[config.mk]
export PLATFORM = sky130hd
export DESIGN_NAME = seq_multiplier
export DESIGN_NICKNAME = d
export VERILOG_FILES = /design/src/rtl/seq_multiplier.sv
export SDC_FILE = /design/constraint.sdc
export NUM_CORES = 1
export LEC_CHECK = 0
export BUFFER_PORTS_ARGS = -buffer_cell sky130_fd_sc_hd__buf_2
export CAP_MARGIN = 20
export CORE_ASPECT_RATIO = 2
export CORE_MARGIN = 2
export CORE_UTILIZATION = 35
export DETAILED_ROUTE_END_ITERATION = 12
export SETUP_SLACK_MARGIN = 0.4
export SLEW_MARGIN = 20
export SYNTH_ARGS = -nofsm -noshare
export SYNTH_HDL_FRONTEND = slang
export SYNTH_SLANG_ARGS = --single-unit
[constraint.sdc]
create_clock -name clk_i -period 6.94 [get_ports clk_i]
set_input_delay 0.694 -clock clk_i [delete_from_list [all_inputs] [get_ports clk_i]]
set_output_delay 0.694 -clock clk_i [all_outputs]
set_load 0.01 [all_outputs]
[src/rtl/seq_multiplier.sv]
// Iterative shift-add multiplier: one partial product per cycle, then a sign fix-up.
// Produces a 2*size-bit signed or unsigned product size+1 cycles after acceptance.
module seq_multiplier #(
  parameter int unsigned size = 32
) (
  input  logic                clk_i,
  input  logic                rst_i,
  input  logic                start_i,
  input  logic                signed_i,
  input  logic [size-1:0]     src1_i,
  input  logic [size-1:0]     src2_i,
  output logic                busy_o,
  output logic                done_o,
  output logic [2*size-1:0]   product_o
);

  localparam int unsigned SW = size;
  localparam int unsigned PW = 2 * size;
  localparam int unsigned IW = $clog2(size);
  localparam int unsigned CW = IW + 1;

  typedef enum logic [1:0] {
    IDLE = 2'd0,
    CALC = 2'd1,
    FIX  = 2'd2,
    DONE = 2'd3
  } state_t;

  state_t          state_q, state_d;
  logic [SW-1:0]   mcand_q, mcand_d;
  logic [SW-1:0]   mplier_q, mplier_d;
  logic            neg_q, neg_d;
  logic [PW-1:0]   acc_q, acc_d;
  logic [CW-1:0]   cnt_q, cnt_d;
  logic [PW-1:0]   product_q, product_d;

  // State and datapath registers; reset discards any in-flight operation.
  always_ff @(posedge clk_i) begin
    if (!rst_i) begin
      state_q   <= IDLE;
      mcand_q   <= '0;
      mplier_q  <= '0;
      neg_q     <= 1'b0;
      acc_q     <= '0;
      cnt_q     <= '0;
      product_q <= '0;
    end else begin
      state_q   <= state_d;
      mcand_q   <= mcand_d;
      mplier_q  <= mplier_d;
      neg_q     <= neg_d;
      acc_q     <= acc_d;
      cnt_q     <= cnt_d;
      product_q <= product_d;
    end
  end

  // Next-state and datapath update.
  always_comb begin
    state_d   = state_q;
    mcand_d   = mcand_q;
    mplier_d  = mplier_q;
    neg_d     = neg_q;
    acc_d     = acc_q;
    cnt_d     = cnt_q;
    product_d = product_q;

    unique case (state_q)
      IDLE, DONE: begin
        if (start_i) begin
          state_d  = CALC;
          // Magnitudes: -2^(size-1) negates to itself, which reads correctly as unsigned.
          mcand_d  = (signed_i && src1_i[SW-1]) ? (~src1_i + SW'(1)) : src1_i;
          mplier_d = (signed_i && src2_i[SW-1]) ? (~src2_i + SW'(1)) : src2_i;
          neg_d    = signed_i & (src1_i[SW-1] ^ src2_i[SW-1]);
          acc_d    = '0;
          cnt_d    = '0;
        end else begin
          state_d = IDLE;
        end
      end
      CALC: begin
        if (mplier_q[cnt_q[IW-1:0]]) begin
          acc_d = acc_q + (PW'(mcand_q) << cnt_q);
        end
        cnt_d = cnt_q + CW'(1);
        if (cnt_q == CW'(size - 1)) begin
          state_d = FIX;
        end
      end
      FIX: begin
        product_d = neg_q ? (~acc_q + PW'(1)) : acc_q;
        state_d   = DONE;
      end
      default: state_d = IDLE;
    endcase
  end

  assign busy_o    = (state_q == CALC) || (state_q == FIX);
  assign done_o    = (state_q == DONE);
  assign product_o = product_q;

endmodule

== Yosys cells after proc, flatten, opt, wreduce, memory -nomap -nowiden ==
Index checks and enable logic that the tools add are counted.

* Mux-type cells: 13
* Bitwise operators: 5
* Magnitude comparators: 1
* Shift-type cells: 1
* Reductions and logical operators: 9
* Equal/unequal tests: 7
* Divide/modulo/power cells: 0
* Multiply operators: 0
* Add/subtract/negate cells: 5

{| class="wikitable"
|+ Operator list
! kind !! number
|-
| 64-bit 2-to-1 mux || 3
|-
| 64-bit case mux with 2 select lines || 1
|-
| 32-bit by 1-bit adder with 32-bit output, second input constant || 2
|-
| 64-bit by 1-bit adder with 64-bit output, second input constant || 1
|-
| 64-bit adder || 1
|-
| 32-bit 2-to-1 mux || 2
|-
| 32-bit NOT || 2
|-
| 64-bit NOT || 1
|-
| 32-bit by 6-bit left shift with 64-bit output || 1
|-
| 6-bit case mux with 2 select lines || 1
|-
| 6-bit by 1-bit adder with 6-bit output, second input constant || 1
|-
| 6-bit by 5-bit == test with 1-bit output, second input constant || 1
|-
| 5-bit by 6-bit < comparator with 1-bit output, second input constant || 1
|-
| 6-bit 2-to-1 mux || 1
|-
| 2-bit inequality test, second input constant || 3
|-
| 2-bit case mux with 3 select lines || 1
|-
| 1-bit binary-select mux with 5-bit select || 1
|-
| 2-bit == test, second input constant || 2
|-
| 2-bit AND reduction || 2
|-
| 3-bit AND reduction || 1
|-
| 2-bit by 1-bit == test with 1-bit output, second input constant || 1
|-
| 1-bit logical AND || 2
|-
| 2-bit logical NOT || 1
|-
| 1-bit 2-to-1 mux || 2
|-
| other kinds (6) || 6
|}

* Output and inout bits: 66
* Bits in read-only memories: 0
* RAM bits: 0
* Bits in registers: 201
* Bits in latches: 0
* Bits of input ports: 68
* Word-level logic and storage cells: 48
* Memories: 0

== Longest topological paths before layout ==
* Depth in word-level cells: 4
* Mapped depth: 25
* Mapped depth without buffers: 21

== Least setup slack after synthesis ==
Ideal clock, no wire load.

* Path type: register to register
* From: reg cnt_q[1]
* To: reg acc_q[60]
* Library setup time: 0.128 ns
* Arrival time: 5.187 ns
* Data required time: 6.812 ns
* Path slack: 1.624 ns
* Cell stages (with the launch flop): 26
* Buffers on the path: 5
* Period minus slack after synthesis: 5.316 ns
* Path through: dfxtp_1 clkbuf_1 clkbuf_1 buf_1 clkbuf_1 mux2i_1 a21oi_1 mux2i_1 nand2_1 o21ai_0 nand2_1 o21ai_0 o22ai_1 ha_1 clkbuf_1 nand4_1 or2_2 or3_1 nand2b_1 a21o_1 o221ai_1 o21ai_0 o221a_2 o21ai_0 xnor2_1 o21ai_0

* Cells in the longest elaborated chain, start to end: 4
* Elaborated cells between the ends (all ways): 8
* Classes of those cells: add/sub (1); eq/ne (1); shift (1); mux (4); reduce/logical (1)

{| class="wikitable"
|+ RTL lines
! item !! line !! text
|-
| start, declared || 34 || <nowiki>logic [CW-1:0] cnt_q, cnt_d;</nowiki>
|-
| start signal, assigned || 53 || <nowiki>cnt_q <= cnt_d;</nowiki>
|-
| 32-bit by 6-bit left shift with 64-bit output / 1-bit binary-select mux with 5-bit select (equally long branches) || 84, 83 ||
|-
| 64-bit adder / 1-bit 2-to-1 mux (equally long branches) || 84, 83 ||
|-
| 64-bit 2-to-1 mux / 2-bit inequality test (equally long branches) || n/a ||
|-
| 64-bit case mux with 2 select lines / 3-bit AND reduction (equally long branches) || n/a ||
|-
| end signal, assigned || 44 || <nowiki>acc_q <= '0;</nowiki>
|-
| end signal, assigned || 52 || <nowiki>acc_q <= acc_d;</nowiki>
|-
| end, declared || 33 || <nowiki>logic [PW-1:0] acc_q, acc_d;</nowiki>
|}

Several ways; a longest one is shown, not always the timed one. The select of a mux whose other input is x is not followed.
A chain may end at the register's enable or synchronous reset.

== Final worst setup path ==
* From: reg cnt_q[1]
* To: reg acc_q[63]

Same word-level chain as after synthesis.

==> impl_metrics.yaml <==
critical_path:
  path_class: "reg -> reg"
  cp.arrival_ps: 6450
  startpoint_type: "flop"
  rr_endpoint: "acc_q[63]$_SDFFE_PN0P_"
  crit_slowest_cell: "dfxtp_2"
  cp-end-kind: "flop"
  worst_r2r_path_depth: 19
  cp_cell_sequence: "mux2_2, o21ai_0, mux2i_1, o21ai_0, mux2i_1, and2_1, ha_1, a21oi_1, o22ai_1, o21ai_0, a31o_2, o21ai_0, buf_4, a21oi_1, o21ai_0, a31oi_1, xnor2_1, o21bai_1, a22o_1"
  regToRegSetupSlack_ps: 910
  worstPathRequired_ps: 7370
  critPathMaxStageDelay_ps: 910
  startpoint: "cnt_q[1]$_SDFFE_PN0P_"
  crit_path_frequent_cell: "o21ai_0"
  worst-path-stages: 19
  cp.buffers_inverters: 1
  crit_end: "acc_q[63]$_SDFFE_PN0P_"
  critPathTopFamily: "compound AO/OA/AOI/OAI gates"
  crit_fanout: 38
  timing.rr.start: "cnt_q[1]$_SDFFE_PN0P_"
pwr:
  pwr_density_cell_nw_per_um2: 265
  p_clk_share_pct: 25.2
  vdd_drop_max_mv: 0.141
  internal_power_mw: 2.81
  pwr-share-comb_pct: 41.2
  net-switching-power_mw: 1.86
  p_sw_share_pct: 39.8
  p_leak_nw: 7.80
  seq_power_share_pct: 33.6
sta:
  skew_ps: 12.0
  hold_violations: 0
  setup-violations-final: 0
  tightest_slew_ps: 1050
  fin_crit_sh_pct: 86.8
  hold_ws_ps: 467
  rsz0062_at_grt: "false"
  slew_violations: 0
  tns_ps: 0
  slew-limit-headroom_pct: 29.5
  max_freq_mhz: 166
  period_needed_ps: 6030
floorplan:
  coreArea_um2: 44900
  die_x_um: 154
  fp.dieArea_um2: 47100
  row_count: 110
  initial_core_util_pct: 35.3
  die_y_um: 305
  io_pins: 134
logic_synthesis:
  ys_top_cells_by_count: "nand2_1, dfxtp_1, o21ai_0"
  synth-seq-cells: 201
  synth_area_leaders: "dfxtp_1, nand2_1, o211a_1"
  synth_edf_count: 0
  synthFlopType: "dfxtp_1"
  synth.avg_cell_area_um2: 7.78
  syn_area_um2: 15800
  yosysSeqAreaShare_pct: 25.4
  syn_nets: 2176
  yosys.area.top_type_share_pct: 25.4
  yosysWarnings: 0
  syn_inst: 2037
  synthArstFlopShare_pct: 0
  ys_types: 76
  yosys.cell_count.top_type: "nand2_1"
  yosys.area.top_type: "dfxtp_1"
clock_network:
  post_cts_buffers: 0
  numCtsBuffers: 22
  ctsHoldBuffers: 0
  cts_tree: "built"
  insertion_delay_ps: 540
  cts-root-buf: "clkbuf_16"
  clock_sinks: 201
  cts.clk_slew.worst_paths_ps: 60
  htree_levels: 1
  clock_path_buffers: 3
  cts-resized-gates: 0
flow_run:
  maxCapViolCount: 0
global_routing:
  use_met1_pct: 23.2
  met3_usage_pct: 1.86
  track_usage_pct: 22.6
  grt_max_degree: 94
  grt_overflow_total: 0
  grt_busiest_layer: "met2"
  grt_pass1_vias: 15221
  use_met2_pct: 42.5
  grt_pass1_wl_um: 84900
  grt_antenna_before_repair: 2
cells_and_area:
  nFillCells: 4724
  multiInputGateArea_um2: 11100
  layout.nets: 2223
  syn2layout_area_growth_pct: 10.8
  drive_above_1_share_pct: 12.7
  seq_area_um2: 4030
worst_hold_path:
  hold_depth: 2
  hp-class: "reg -> reg"
drt:
  routedWlPerCell_um: 20.4
  firstDrtPassIters: 6
  drc_errors: 0
  vias: 15168
  routed_via_density: 5.70
  ant_nets: 0
  dr.first_iter.drc_count: 832
  routed_wl_um: 54300
place:
  port_buffers: 133
  place_congestion: 0.958
  dp_hpwl_um: 43600
status:
  outcome: "complete, no violations"
==> logic make-up after synthesis <==
family | after synthesis | share of synthesized area (%)
AO/OA/AOI/OAI | 638 | 26.9
AND/OR/NAND/NOR | 677 | 20.3
buffers and inverters | 178 | 4.52
flip-flops | 201 | 25.4
multiplexers | 95 | 7.39
adder cells (fa/ha/maj) | 71 | 5.65
XOR/XNOR | 177 | 9.78
==> worst min-delay path by stage <==
stage                              startpoint                   endpoint  slack, ps
finish                     neg_q$_SDFFE_PN0P_         neg_q$_SDFFE_PN0P_        470
global route                       src1_i[28]   mcand_q[28]$_SDFFE_PN0P_        480
CTS                                 src2_i[0]   mplier_q[0]$_SDFFE_PN0P_        450
detailed placement  product_o[8]$_SDFFE_PN0P_  product_o[8]$_SDFFE_PN0P_        460
global placement           neg_q$_SDFFE_PN0P_         neg_q$_SDFFE_PN0P_        450
floorplan            mplier_q[0]$_SDFFE_PN0P_   mplier_q[0]$_SDFFE_PN0P_        440
==> layout by cell type (no fill, tap or decap), types with 19 or more instances in the layout <==
cell / n
dfxtp_1: 198
xnor2_1: 74
nor2b_1: 46
nand3_1: 31
mux2_2: 26
or3_1: 19
o21ai_0: 188
a21oi_1: 145
a21o_1: 21
o211a_1: 96
clkbuf_16: 23
a22oi_1: 28
xor2_1: 103
nor2_1: 113
and2_1: 34
ha_1: 69
inv_1: 44
mux2i_1: 54
buf_2: 132
o21bai_1: 21
nand4_1: 26
buf_4: 23
nand2_1: 310
o31ai_1: 26
==> power groups by stage <==
stage,combinational (mW),clock (mW),sequential [mW]
finish,1.92,1.17,1.57
global route,2.13,1.24,1.60
CTS,1.93,1.20,1.57
detailed placement,1.92,0,1.59
global placement,1.91,0,1.58
floorplan,1.29,0,1.61
==> sequential cells by signal (all words and copies together), names as in the netlist <==
| name | cells |
|---|---|
| product_o | 64 |
| neg_q | 1 |
| cnt_q | 6 |
| mplier_q | 32 |
| state_q | 2 |
| acc_q | 64 |
| mcand_q | 32 |
==> area by class of cell <==
type / instances / area share [%]
clock buffer: 31 / 3.56
tap: 560 / 3.99
antenna: 2 / 0.0285
timing repair buffer: 155 / 4.74
multi-input combinational: 1658 / 63.3
sequential: 201 / 22.9
clock inverter: 8 / 0.442
inverter: 46 / 0.983
==> per-stage QoR <==
stage / instances / power (mW) / worst slack (ps) / util (%) / area [µm²]
global placement: 2620 / 3.49 / 1010 / 37.6 / 16900
detailed placement: 2620 / 3.51 / 1020 / 37.6 / 16900
floorplan: 2037 / 2.90 / 1620 / - / 15800
CTS: 2659 / 4.70 / 992 / 39.1 / 17600
global route: 2661 / 4.98 / 490 / 39.1 / 17600
finish: 2661 / 4.66 / 915 / 39.1 / 17600
==> tightest hold or removal path, delay by kind of cell, from the launching register on <==
kind | cells | cell delay, ps
compound gates | 1 | 60
simple gates | 1 | 40
flops | 1 | 320
==> per-layer routing <==
layer | routed length (µm) | part of all wire (%)
met5 | 0 | 0
met4 | 4190 | 7.7
met3 | 1880 | 3.5
met2 | 28400 | 52
met1 | 19800 | 37
No activity file was read; power rests on OpenSTA's default activity.
